### src/rtl/machine_trap_ctrl.sv
// Machine-mode trap/return sequencer: arbitrates exceptions, interrupts, MRET.
// Optional vectored interrupt dispatch with TRAP_VECTORED_EN.
module machine_trap_ctrl (
  input  logic        clk_in,
  input  logic        rst_n_in,
  input  logic        stall_in,
  input  logic [31:0] pc_in,
  input  logic [31:0] mtvec_in,
  input  logic [31:0] mepc_in,
  input  logic        mstatus_mie_in,
  input  logic        meie_in,
  input  logic        msie_in,
  input  logic        mtie_in,
  input  logic        e_irq_in,
  input  logic        s_irq_in,
  input  logic        t_irq_in,
  input  logic        illegal_instr_in,
  input  logic        instr_misaligned_in,
  input  logic        ecall_in,
  input  logic        ld_misaligned_in,
  input  logic        st_misaligned_in,
  input  logic        mret_in,
  output logic        mie_clear_out,
  output logic        mie_set_out,
  output logic        set_cause_out,
  output logic        set_epc_out,
  output logic [31:0] cause_out,
  output logic [31:0] epc_out,
  output logic        redirect_out,
  output logic [31:0] redirect_pc_out,
  output logic        flush_out
);

  typedef enum logic [1:0] {
    IDLE,
    TRAP_ENTRY,
    TRAP_RETURN
  } state_e;

  state_e      state_q, state_d;
  logic [31:0] cause_q, cause_d;
  logic [31:0] epc_q, epc_d;

  logic        exc_hit, irq_hit;
  logic [3:0]  exc_code, irq_code;
  logic [31:0] base;
  logic [31:0] trap_pc;
  logic        unused_bits;

  always_comb begin
    exc_hit  = 1'b1;
    exc_code = 4'd0;
    if (instr_misaligned_in)   exc_code = 4'd0;
    else if (illegal_instr_in) exc_code = 4'd2;
    else if (ecall_in)         exc_code = 4'd11;
    else if (ld_misaligned_in) exc_code = 4'd4;
    else if (st_misaligned_in) exc_code = 4'd6;
    else                       exc_hit  = 1'b0;
  end

  always_comb begin
    irq_hit  = mstatus_mie_in;
    irq_code = 4'd0;
    if (meie_in && e_irq_in)      irq_code = 4'd11;
    else if (msie_in && s_irq_in) irq_code = 4'd3;
    else if (mtie_in && t_irq_in) irq_code = 4'd7;
    else                          irq_hit  = 1'b0;
  end

  always_comb begin
    state_d = state_q;
    cause_d = cause_q;
    epc_d   = epc_q;
    if (state_q != IDLE) begin
      state_d = IDLE;
    end else if (!stall_in) begin
      if (exc_hit || irq_hit) begin
        state_d = TRAP_ENTRY;
        epc_d   = {pc_in[31:2], 2'b00};
        cause_d = exc_hit ? {1'b0, 27'b0, exc_code}
                          : {1'b1, 27'b0, irq_code};
      end else if (mret_in) begin
        state_d = TRAP_RETURN;
      end
    end
  end

  assign base = {mtvec_in[31:2], 2'b00};

`ifdef TRAP_VECTORED_EN
  always_comb begin
    trap_pc = base;
    if (mtvec_in[1:0] == 2'b01 && cause_q[31])
      trap_pc = base + {26'b0, cause_q[3:0], 2'b00};
  end
  assign unused_bits = ^pc_in[1:0];
`else
  assign trap_pc     = base;
  assign unused_bits = ^{pc_in[1:0], mtvec_in[1:0]};
`endif

  always_comb begin
    mie_clear_out   = 1'b0;
    mie_set_out     = 1'b0;
    set_cause_out   = 1'b0;
    set_epc_out     = 1'b0;
    redirect_out    = 1'b0;
    flush_out       = 1'b0;
    redirect_pc_out = 32'b0;
    case (state_q)
      TRAP_ENTRY: begin
        mie_clear_out   = 1'b1;
        set_cause_out   = 1'b1;
        set_epc_out     = 1'b1;
        redirect_out    = 1'b1;
        flush_out       = 1'b1;
        redirect_pc_out = trap_pc;
      end
      TRAP_RETURN: begin
        mie_set_out     = 1'b1;
        redirect_out    = 1'b1;
        flush_out       = 1'b1;
        redirect_pc_out = mepc_in;
      end
      default: ;
    endcase
  end

  assign cause_out = cause_q;
  assign epc_out   = epc_q;

  always_ff @(posedge clk_in or negedge rst_n_in) begin
    if (!rst_n_in) begin
      state_q <= IDLE;
      cause_q <= 32'b0;
      epc_q   <= 32'b0;
    end else begin
      state_q <= state_d;
      cause_q <= cause_d;
      epc_q   <= epc_d;
    end
  end

endmodule

### config.mk
export PLATFORM = sky130hd
export DESIGN_NAME = machine_trap_ctrl
export DESIGN_NICKNAME = d
export VERILOG_FILES = /design/src/rtl/machine_trap_ctrl.sv
export SDC_FILE = /design/constraint.sdc
export NUM_CORES = 1
export LEC_CHECK = 0
export ABC_AREA = 1
export BUFFER_PORTS_ARGS = -buffer_cell sky130_fd_sc_hd__buf_2
export CORE_ASPECT_RATIO = 0.6
export CORE_MARGIN = 10
export CORE_UTILIZATION = 38
export CTS_CLUSTER_SIZE = 10
export DETAILED_ROUTE_END_ITERATION = 6
export GPL_ROUTABILITY_DRIVEN = 0
export HOLD_SLACK_MARGIN = 0.03
export PLACE_DENSITY = 0.84
export SYNTH_ARGS = -nofsm -noshare
export SYNTH_HDL_FRONTEND = slang
export SYNTH_SLANG_ARGS = --single-unit
### constraint.sdc
create_clock -name clk_in -period 1.77 [get_ports clk_in]
set_input_delay 0.354 -clock clk_in [delete_from_list [all_inputs] [get_ports clk_in]]
set_output_delay 0.354 -clock clk_in [all_outputs]
set_load 0.02 [all_outputs]
# Word level (Yosys, flattened, before mapping)
# Cells that the tools add are included.
# totals
reg_bits	64
inputBits	112
out_inout_bits	102
elab_cells	42
# op_classes
n_eq_ne	3
muxes	25
n_bitwise	2
n_reduce_logical	9
# op_table
operator	n
case mux 32 bit (2 select lines)	1
two-way mux 32 bit	1
two-way mux 4 bit	4
two-way mux 3 bit	4
two-way mux 1 bit	11
two-way mux 2 bit	4
logical AND 1 bit	3
AND reduction 3 bit	1
nonzero test 3 bit	1
== test 2 x 1 -> 1 bit (second input constant)	1
== test 2 bit (second input constant)	1
inequality test 2 x 1 -> 1 bit (second input constant)	1
inverter 1 bit	2
AND reduction 2 bit	1
nonzero test 2 bit	1
OR reduction 2 bit	1
logical OR 1 bit	1

# Depth between registers and ports, before layout
# logic_depth
word_depth	9
ltp_mapped	8
ltp_nobuf	8

# Worst setup path before layout
# No wires, ideal clock.
# synth_path
path_kind	flip-flop to output port
startpoint	register state_q[0]
endpoint	output redirect_pc_out[18]
arrival_time_ns	1.580
setup_slack_ns	-0.164
stages_incl_launch_ff	7
path_cell_list	dfrtp_1 > inv_1 > ha_1 > clkbuf_1 > clkbuf_1 > nand3_1 > nand2_1
# synth_via
elab_chain_len	2
word_cells_on_any_way	3
cone_classes	eq/ne: 2; mux: 1
# synth_lines
element	line_no	source
from (decl)	40	state_e state_q, state_d;
from (signal assigned)	138	state_q <= state_d;
== test 2 bit / == test 2 x 1 -> 1 bit (equally long branches)	110	case (state_q)
case mux 32 bit (2 select lines) *	110	
to (decl)	30	output logic [31:0] redirect_pc_out,
# Every way passes the cells marked *; elsewhere a longest branch is shown, timed or not.

# Worst setup path after layout
# layout_path
startpoint	register state_q[1]
endpoint	output redirect_pc_out[28]
# Same word-level chain as after synthesis.

==> qor.txt <==
Antenna diodes -> 0
Reg2Reg Depth -> 7
Clock Root Buffer -> clkbuf_8
via count -> 2883
CP max FO -> 10
initial antenna violation count -> 0
global-route usage over all layers -> 17.27%
top cells by area, synth -> dfrtp_1 (38%), nand3_1 (19%), nand2_1 (17%)
yosys warns -> 0
RSZ-0062 raised after global routing -> yes
Arrival @ worst endpoint -> 1.57 ns
Final Instance Count excl. Fillers -> 593
final number of setup-violating endpoints -> 34
Die X -> 123.1 um
DP HPWL -> 7.437 mm
Power Density -> 914.7 nW/um^2
RR Endpoint -> cause_out[1]$_DFFE_PN0P_
Area Overhead vs Synth -> 58.94%
fin nets -> 623
Avg WL per Cell -> 17.60 um
Hold Violations, Final -> 0
H-tree depth -> 2
clock skew -> 0.006173 ns
netlist area before placement -> 2422 um^2
post-route DRC violation count -> 0
unique cell type count in the Yosys netlist -> 24
DP Cell Count -> 579
I/O pins -> 214
CTS buffer count -> 5
post-route cell area -> 3850 um^2
number of synthesized register bits -> 37
Clock Latency Late Sink -> 0.28 ns
Crit Path Class -> reg2out
DRT Pass-1 Iters -> 4
clk slew on worst S/H paths -> 0.08 ns
Synth area leader -> dfrtp_1
syn_area_per_cell -> 7.274 um^2
peak per-stage delay on the critical path -> 0.38 ns
Tot Pwr -> 3.522 mW
status -> finished, violations left
placed inst area -> 3273 um^2
Critical Path Start Type -> flop
Final Max Slew Viols -> 0
CP Capture Type -> output pin
most common cell after layout, fill and taps aside -> buf_2
r2r startpoint -> state_q[1]$_DFFE_PN0P_
worst path buffer plus inverter count -> 3
Post-Route WL -> 10.44 mm
input/output buffers -> 180
DR iter-0 viols -> 274
pin count of the biggest net entering global routing -> 42
Seq/Total Area, Yosys -> 38.22%
f_max -> 519.2 MHz
IR drop worst, VDD -> 0.4114 mV
num rows -> 22
failing checks -> negative setup slack
initial core utilization -> 39.46%
leakage -> 2.218 nW
share of cells above drive strength 1 -> 46.56%
# fillers -> 549
worst path cell trace -> inv_2 > ha_4 > buf_12 > nand3_1 > nand2_2 > buf_6
R2R setup slack -> 0.35 ns
critical path's slowest cell -> dfrtp_1
most frequent cells in the layout -> buf_2 (146), nand2_1 (104), nand3_1 (82), dfrtp_1 (37), buf_6 (35)
final worst slack -> -0.1561 ns
Cells after Synth -> 333
Hold Path Class -> in2async
Core Area -> 6138 um^2
kind of cell adding the most delay to the critical path -> flip-flops
Die H -> 81.85 um
Setup Total Neg Slack -> -4.149 ns
Clock Path Buffers -> 2
maxcap violations -> 0
die area -> 10070 um^2
Tcrit/Tclk final -> 108.8%
Tmin final -> 1.926 ns
Data required, critical path -> 1.42 ns
clock sink count -> 37
DR vias/cell -> 4.862
GRT overflow -> 0
cts hold-fix bufs -> 0
first-pass GRT wire length -> 14.02 mm
vias in the first global route -> 2721
share of the synthesized area in the top cell type -> 38.22%
Final ANT Viol Nets -> 0
CTS tree -> built
metrics by stage:
stage	setup slack, ns	hold WS (ns)	utilization, %
2_1_floorplan	0.009124	0.05841	-
3_3_place_gp	0.06416	0.4236	53.32
3_5_place_dp	0.005994	0.4276	53.32
4_1_cts	-0.1525	0.1096	60.33
5_1_grt	-0.2366	0.1406	62.72
6_report	-0.1561	0.1020	62.72
layout make-up:
cell class / instances / area [um^2] / share of cell area (%)
clock inverters: 3 / 46.29 / 1.202
well taps: 84 / 105.1 / 2.730
inverters: 9 / 33.78 / 0.8775
flip-flops and latches: 37 / 925.9 / 24.05
multi-input cells: 260 / 1315 / 34.16
clock buffers: 5 / 68.82 / 1.787
repair buffers: 195 / 1355 / 35.20
synthesized netlist by cell type, drive strengths merged:
library cell / count
nor3: 1
buf: 44
ha: 3
nand3: 93
inv: 9
nor2: 14
o21ai: 5
dfrtp: 37
a21oi: 2
nand2: 111
nand4: 1
conb: 1
clkbuf: 11
o21bai: 1
where the power goes:
| part | switching [mW] | leakage, nW | internal (mW) |
|---|---|---|---|
| clock | 0.320 | 0.0543 | 0.422 |
| sequential | 0.0964 | 0.462 | 1.03 |
| combinational | 1.01 | 1.70 | 0.645 |
| total | 1.43 | 2.22 | 2.09 |
sequential cells by signal (all words and copies together), names as in the netlist:
name       count
epc_out       30
state_q        2
cause_out      5
what timing repair did:
action                                  in CTS  in global routing
endpoints found under the setup margin      34                 35
setup buffers                                1                  1
endpoints found under the hold margin        0                  0
resized for setup                           79                 21
pin swaps                                    2                  0
gates cloned                                 2                  2
worst register-to-register path, stage by stage, from the launching register on:
cell and delay, ns:
dfrtp_1 0.40, inv_2 0.11, ha_4 0.15, inv_1 0.06, nor2_4 0.17, nand2_8 0.19
nand2_1 0.17, o21ai_2 0.06
routing by layer:
metal  part of all wire (%)  global-route usage [%]
met1                     35                   20.87
met2                     53                   29.55
met3                     10                   5.890
met4                    2.0                   3.588
met5                      0                       0
worst max path at each step:
stage	start	to	slack, ns	cells past startpoint
after global placement	state_q[1]$_DFFE_PN0P_	redirect_pc_out[1]	0.06	6
after floorplan	state_q[1]$_DFFE_PN0P_	redirect_pc_out[18]	0.009	6
after detailed placement	state_q[1]$_DFFE_PN0P_	redirect_pc_out[14]	0.006	6
final	state_q[1]$_DFFE_PN0P_	redirect_pc_out[28]	-0.16	6
after global routing	state_q[1]$_DFFE_PN0P_	redirect_pc_out[21]	-0.24	6
after CTS	state_q[1]$_DFFE_PN0P_	redirect_pc_out[28]	-0.15	6
cell families (layout without fill, tap and decap cells):
group / after synthesis / count (layout) / share of synthesized area, %
simple gates: 220 / 220 / 40.96
buf+inv: 64 / 212 / 16.58
flops: 37 / 37 / 38.22
compound gates: 8 / 8 / 2.531
fa+ha+maj: 3 / 3 / 1.550
other cells: 1 / 29 / 0.1548
No activity file was read; power rests on OpenSTA's default activity.
